--- src/rtl/fp_exception_unit.sv ---
// FP exception tail stage: flags, result substitution, sticky status, trap.
// Define FPEXC_COUNTERS_EN to build per-flag saturating event counters.
module fp_exception_unit #(
  parameter int EXP_W = 8,
  parameter int MAN_W = 23,
  parameter int LAT   = 1,
  parameter int CNT_W = 16
) (
  input  logic                   CLK,
  input  logic                   RST_N,
  input  logic                   InValid,
  input  logic [EXP_W+MAN_W:0]   Z,
  input  logic                   NegE,
  input  logic                   R,
  input  logic                   S,
  input  logic                   EOF,
  input  logic [4:0]             InputExc,
  input  logic [1:0]             RMode,
  input  logic [4:0]             TrapEn,
  input  logic                   ClrStatus,
  input  logic [2:0]             CntSel,
  output logic                   OutValid,
  output logic [EXP_W+MAN_W:0]   P,
  output logic [4:0]             Flags,
  output logic [4:0]             Status,
  output logic                   Trap,
  output logic [CNT_W-1:0]       CntOut
);

  localparam int W = 1 + EXP_W + MAN_W;

  typedef struct packed {
    logic         v;
    logic [W-1:0] p;
    logic [4:0]   f;
  } beat_t;

  logic         inv;
  logic         ovf;
  logic         unf;
  logic         inx;
  logic         sgn;
  logic         to_inf;
  logic [W-1:0] inf;
  logic [W-1:0] maxf;
  logic [W-1:0] qnan;
  logic [W-1:0] p1;
  logic [4:0]   f1;

  always_comb begin
    inv  = |InputExc[4:2];
    ovf  = EOF & ~inv & ~|InputExc[1:0];
    unf  = NegE & (R | S) & ~inv;
    inx  = (R | S | ovf | unf) & ~inv;
    f1   = {ovf, unf, 1'b0, inv, inx};
    sgn  = Z[W-1];
    inf  = {sgn, {EXP_W{1'b1}}, {MAN_W{1'b0}}};
    maxf = {sgn, {(EXP_W-1){1'b1}}, 1'b0,
            {MAN_W{1'b1}}};
    qnan = {1'b0, {EXP_W{1'b1}}, 1'b1,
            {(MAN_W-1){1'b0}}};
    to_inf = 1'b0;
    unique case (RMode)
      2'b00: to_inf = 1'b1;
      2'b01: to_inf = 1'b0;
      2'b10: to_inf = ~sgn;
      2'b11: to_inf = sgn;
    endcase
    p1 = Z;
    unique case (1'b1)
      inv:     p1 = qnan;
      ovf:     p1 = to_inf ? inf : maxf;
      default: p1 = Z;
    endcase
  end

  beat_t [LAT-1:0] pipe;
  beat_t [LAT-1:0] prv;

  always_comb begin
    prv    = '0;
    prv[0] = '{v: InValid, p: p1, f: f1};
    for (int i = 1; i < LAT; i++)
      prv[i] = pipe[i-1];
  end

  // Payload only loads on valid so the output holds across bubbles.
  always_ff @(posedge CLK) begin
    if (!RST_N) begin
      pipe <= '0;
    end else begin
      for (int i = 0; i < LAT; i++) begin
        pipe[i].v <= prv[i].v;
        if (prv[i].v) begin
          pipe[i].p <= prv[i].p;
          pipe[i].f <= prv[i].f;
        end
      end
    end
  end

  beat_t o;
  assign o        = pipe[LAT-1];
  assign OutValid = o.v;
  assign P        = o.p;
  assign Flags    = o.f;
  assign Trap     = o.v & |(o.f & TrapEn);

  always_ff @(posedge CLK) begin
    if (!RST_N)
      Status <= '0;
    else if (ClrStatus)
      Status <= o.v ? o.f : 5'd0;
    else if (o.v)
      Status <= Status | o.f;
  end

`ifdef FPEXC_COUNTERS_EN
  // Counter k tracks Flags bit 4-k (overflow first).
  logic [4:0][CNT_W-1:0] cnt;

  always_ff @(posedge CLK) begin
    if (!RST_N) begin
      cnt    <= '0;
      CntOut <= '0;
    end else begin
      for (int i = 0; i < 5; i++) begin
        if (ClrStatus)
          cnt[i] <= CNT_W'(o.v & o.f[4-i]);
        else if (o.v && o.f[4-i] && cnt[i] != '1)
          cnt[i] <= cnt[i] + 1'b1;
      end
      case (CntSel)
        3'd0:    CntOut <= cnt[0];
        3'd1:    CntOut <= cnt[1];
        3'd2:    CntOut <= cnt[2];
        3'd3:    CntOut <= cnt[3];
        3'd4:    CntOut <= cnt[4];
        default: CntOut <= '0;
      endcase
    end
  end
`else
  logic unused_cnt;
  assign unused_cnt = ^CntSel;
  assign CntOut     = '0;
`endif

endmodule

--- config.mk ---
export PLATFORM = sky130hd
export DESIGN_NAME = fp_exception_unit
export DESIGN_NICKNAME = d
export VERILOG_FILES = /design/src/rtl/fp_exception_unit.sv
export SDC_FILE = /design/constraint.sdc
export NUM_CORES = 1
export LEC_CHECK = 0
export CAP_MARGIN = 10
export CORE_MARGIN = 1.5
export CORE_UTILIZATION = 38
export DETAILED_ROUTE_END_ITERATION = 7
export MAX_ROUTING_LAYER = met4
export PLACE_DENSITY = 0.86
export REMOVE_ABC_BUFFERS = 1
export SYNTH_ARGS = -nofsm -noshare
export SYNTH_HDL_FRONTEND = slang
export SYNTH_SLANG_ARGS = --single-unit
--- constraint.sdc ---
create_clock -name CLK -period 2.2 [get_ports CLK]
set_input_delay 0.44 -clock CLK [delete_from_list [all_inputs] [get_ports CLK]]
set_output_delay 0.44 -clock CLK [all_outputs]
set_load 0.01 [all_outputs]
==> flow_metrics.py <==
metrics = {
    "outcome": {
        "status": "finished, final reports clean",
    },
    "die": {
        "num_rows": 23,
        "start_util_pct": 40.7,
        "io_pins": 115,
        "die_h_um": 69.4,
        "fp.dieArea_sq_mm": 0.00481,
        "die_x_um": 69.4,
        "core-area_sq_mm": 0.00412,
    },
    "drt": {
        "avgRoutedWirePerCell_um": 12.5,
        "avgViaCountPerCell": 4.68,
        "drt_iter0_drc": 109,
        "routed_wl_um": 4310,
        "drc": 0,
        "first_pass_iters": 4,
        "ant_nets": 0,
        "num_vias": 1609,
    },
    "sta": {
        "rsz0062_at_grt": "false",
        "fmax_mhz": 475,
        "slew_headroom_pct": 48.9,
        "skew_ns": 0.000378,
        "finalWorstSetupSlack_ns": 0.0959,
        "finalCritPeriodShare_pct": 95.6,
        "finalHoldViolCount": 0,
        "setup_viol": 0,
        "slew_violations": 0,
        "post-route-min-period_ns": 2.10,
        "worst_pin_slew_ns": 0.767,
    },
    "pwr": {
        "ir_worst_vdd_uv": 345,
        "power_mw": 1.49,
        "powerDensity_mw_per_mm2": 561,
        "leakage_nw": 1.00,
    },
    "setup_path": {
        "start_kind": "primary input",
        "endpoint_kind": "output pin",
        "worstPathRequired_ns": 1.76,
        "cp.arrival_ns": 1.66,
        "worst-path-max-fanout": 1,
        "critical_path_class": "in -> out",
    },
    "cts": {
        "clkSinkCount": 41,
        "clockBufferDepth": 2,
        "htree_levels": 2,
        "clk_pin_slew_worst_paths_ns": 0.07,
        "clk_latency_ns": 0.29,
        "cts_made_buffers": 5,
        "ctsHoldBuffers": 0,
        "cts_tree": "built",
        "cts-root-buf": "clkbuf_8",
    },
    "synth": {
        "synthCells": 200,
        "yosysWarnings": 0,
        "synth-seq-cells": 41,
        "async_flop_share_pct": 0,
        "syn_area_sq_mm": 0.00167,
        "synth_edf_count": 0,
        "ys_seq_area_share_pct": 49.1,
        "ys_types": 30,
        "syn_area_per_cell_sq_um": 8.36,
        "synth_flop_cell": "dfxtp_1",
    },
    "global_routing": {
        "grtUsageTotal_pct": 18.2,
        "antenna_found_initial": 0,
        "grt_pass1_wl_um": 6930,
        "grt_pass1_vias": 1457,
        "grt_max_degree": 24,
        "overflow": 0,
    },
    "cells_and_area": {
        "final_nets": 348,
        "n_antenna_cell": 0,
        "drive_gt1_share_pct": 5.78,
        "utilization_pct": 64.7,
        "synthToLayoutAreaGrowth_pct": 59.1,
    },
    "place": {
        "gp_congestion": 0.711,
        "pre_cts_slack_ns": 0.0557,
        "numPortBuffers": 92,
        "dpl.hpwl_um": 3230,
    },
    "hold_path": {
        "hp-class": "reg -> reg",
    },
    "job": {
        "cap_violations": 0,
    },
}
==> cell type report <==
class | instances | area [sq um]
clock buffers | 6 | 72.6
repair buffers | 97 | 958
inverters | 1 | 3.75
multi-input cells | 147 | 733
clock inverters | 2 | 10.0
fillers | 375 | 1450
well taps | 50 | 62.6
flip-flops and latches | 41 | 821
==> cells in the mapped netlist, drive strengths merged (2+ instances only) <==
library cell,count,area share (%)
a21boi,3,1.3
dfxtp,41,49
buf,24,10
a21oi,10,3.0
and2,2,0.82
nand2,23,5.2
clkbuf,4,0.90
o21ai,34,10
nor2b,6,2.2
nor2,30,6.7
nand3,3,0.90
nand2b,3,1.3
a22oi,6,2.7
==> sequential cells by signal, indices dropped and copies added, names as in the netlist <==
register and flops:
Flags 4, OutValid 1, Status 4, P 32
==> layout by cell type (no fill, tap or decap), drive strengths merged <==
| cell | n |
|---|---|
| nor3 | 1 |
| dfxtp | 41 |
| and2b | 1 |
| nor2b | 6 |
| inv | 1 |
| clkbuf | 6 |
| nand3 | 3 |
| a21bo | 1 |
| nor3b | 1 |
| o22ai | 1 |
| and2 | 2 |
| clkdlybuf4s50 | 92 |
| o21ai | 34 |
| nand3b | 1 |
| a22oi | 6 |
| nor2 | 30 |
| a32o | 1 |
| a21oi | 10 |
| buf | 5 |
| clkinv | 2 |
| or3 | 1 |
| nand2b | 3 |
| nand2 | 23 |
| a21boi | 3 |
| o2111ai | 1 |
| conb | 18 |
==> per-layer routing <==
layer | part of all wire, % | GRT usage [%]
met2 | 48 | 29.4
met5 | 0 | -
met3 | 6.1 | 4.22
met1 | 44 | 22.6
met4 | 1.7 | 5.88
==> power breakdown <==
group / total (mW) / switching, mW / internal, mW / leakage (nW)
clock: 0.467 / 0.247 / 0.220 / 0.0450
combinational: 0.247 / 0.100 / 0.147 / 0.625
sequential: 0.779 / 0.0136 / 0.765 / 0.335
==> path summary, 6_finish.rpt <==
kind / slack, ns / depth (start not counted) / startpoint / to
worst max-delay path: 0.1 / 4 / TrapEn[0] / Trap
worst min-delay path: 0.45 / 2 / P[15]$_SDFFE_PN0P_ / P[15]$_SDFFE_PN0P_
worst max register to register: 1.47 / 2 / OutValid$_SDFF_PN0_ / Status[3]$_SDFFE_PN0N_
worst min register to register: 0.45 / 2 / P[15]$_SDFFE_PN0P_ / P[15]$_SDFFE_PN0P_
==> worst max-delay path, stage by stage <==
cell	delay, ns
clkdlybuf4s50_1	0.45
a22oi_1	0.08
a21boi_1	0.15
clkdlybuf4s50_1	0.54
==> through the flow <==
stage                     TNS [ns]  hold slack, ns  std cells  instance area (sq um)
final                            0           0.445        344                   2660
after global placement           0           0.432        336                   2580
after CTS                        0           0.447        344                   2660
after detailed placement         0           0.438        336                   2580
after global routing             0           0.471        344                   2660
after floorplan             -0.385           0.471        189                   1550
==> cells by family after synthesis <==
kind of cell | after synthesis | synth area share, %
AND/OR/NAND/NOR | 72 | 20.1
flip-flops | 41 | 49.1
other | 1 | 0.224
buffers and inverters | 29 | 11.3
AO/OA/AOI/OAI | 57 | 19.3
==> what timing repair did <==
| action | in CTS | in global routing |
|---|---|---|
| buffers inserted | 0 | 0 |
| hold endpoints to repair | 0 | 0 |
| resized for setup | 0 | 1 |
| setup endpoints to repair | 0 | 1 |
Note: power is estimated with default switching activity, not from simulation.
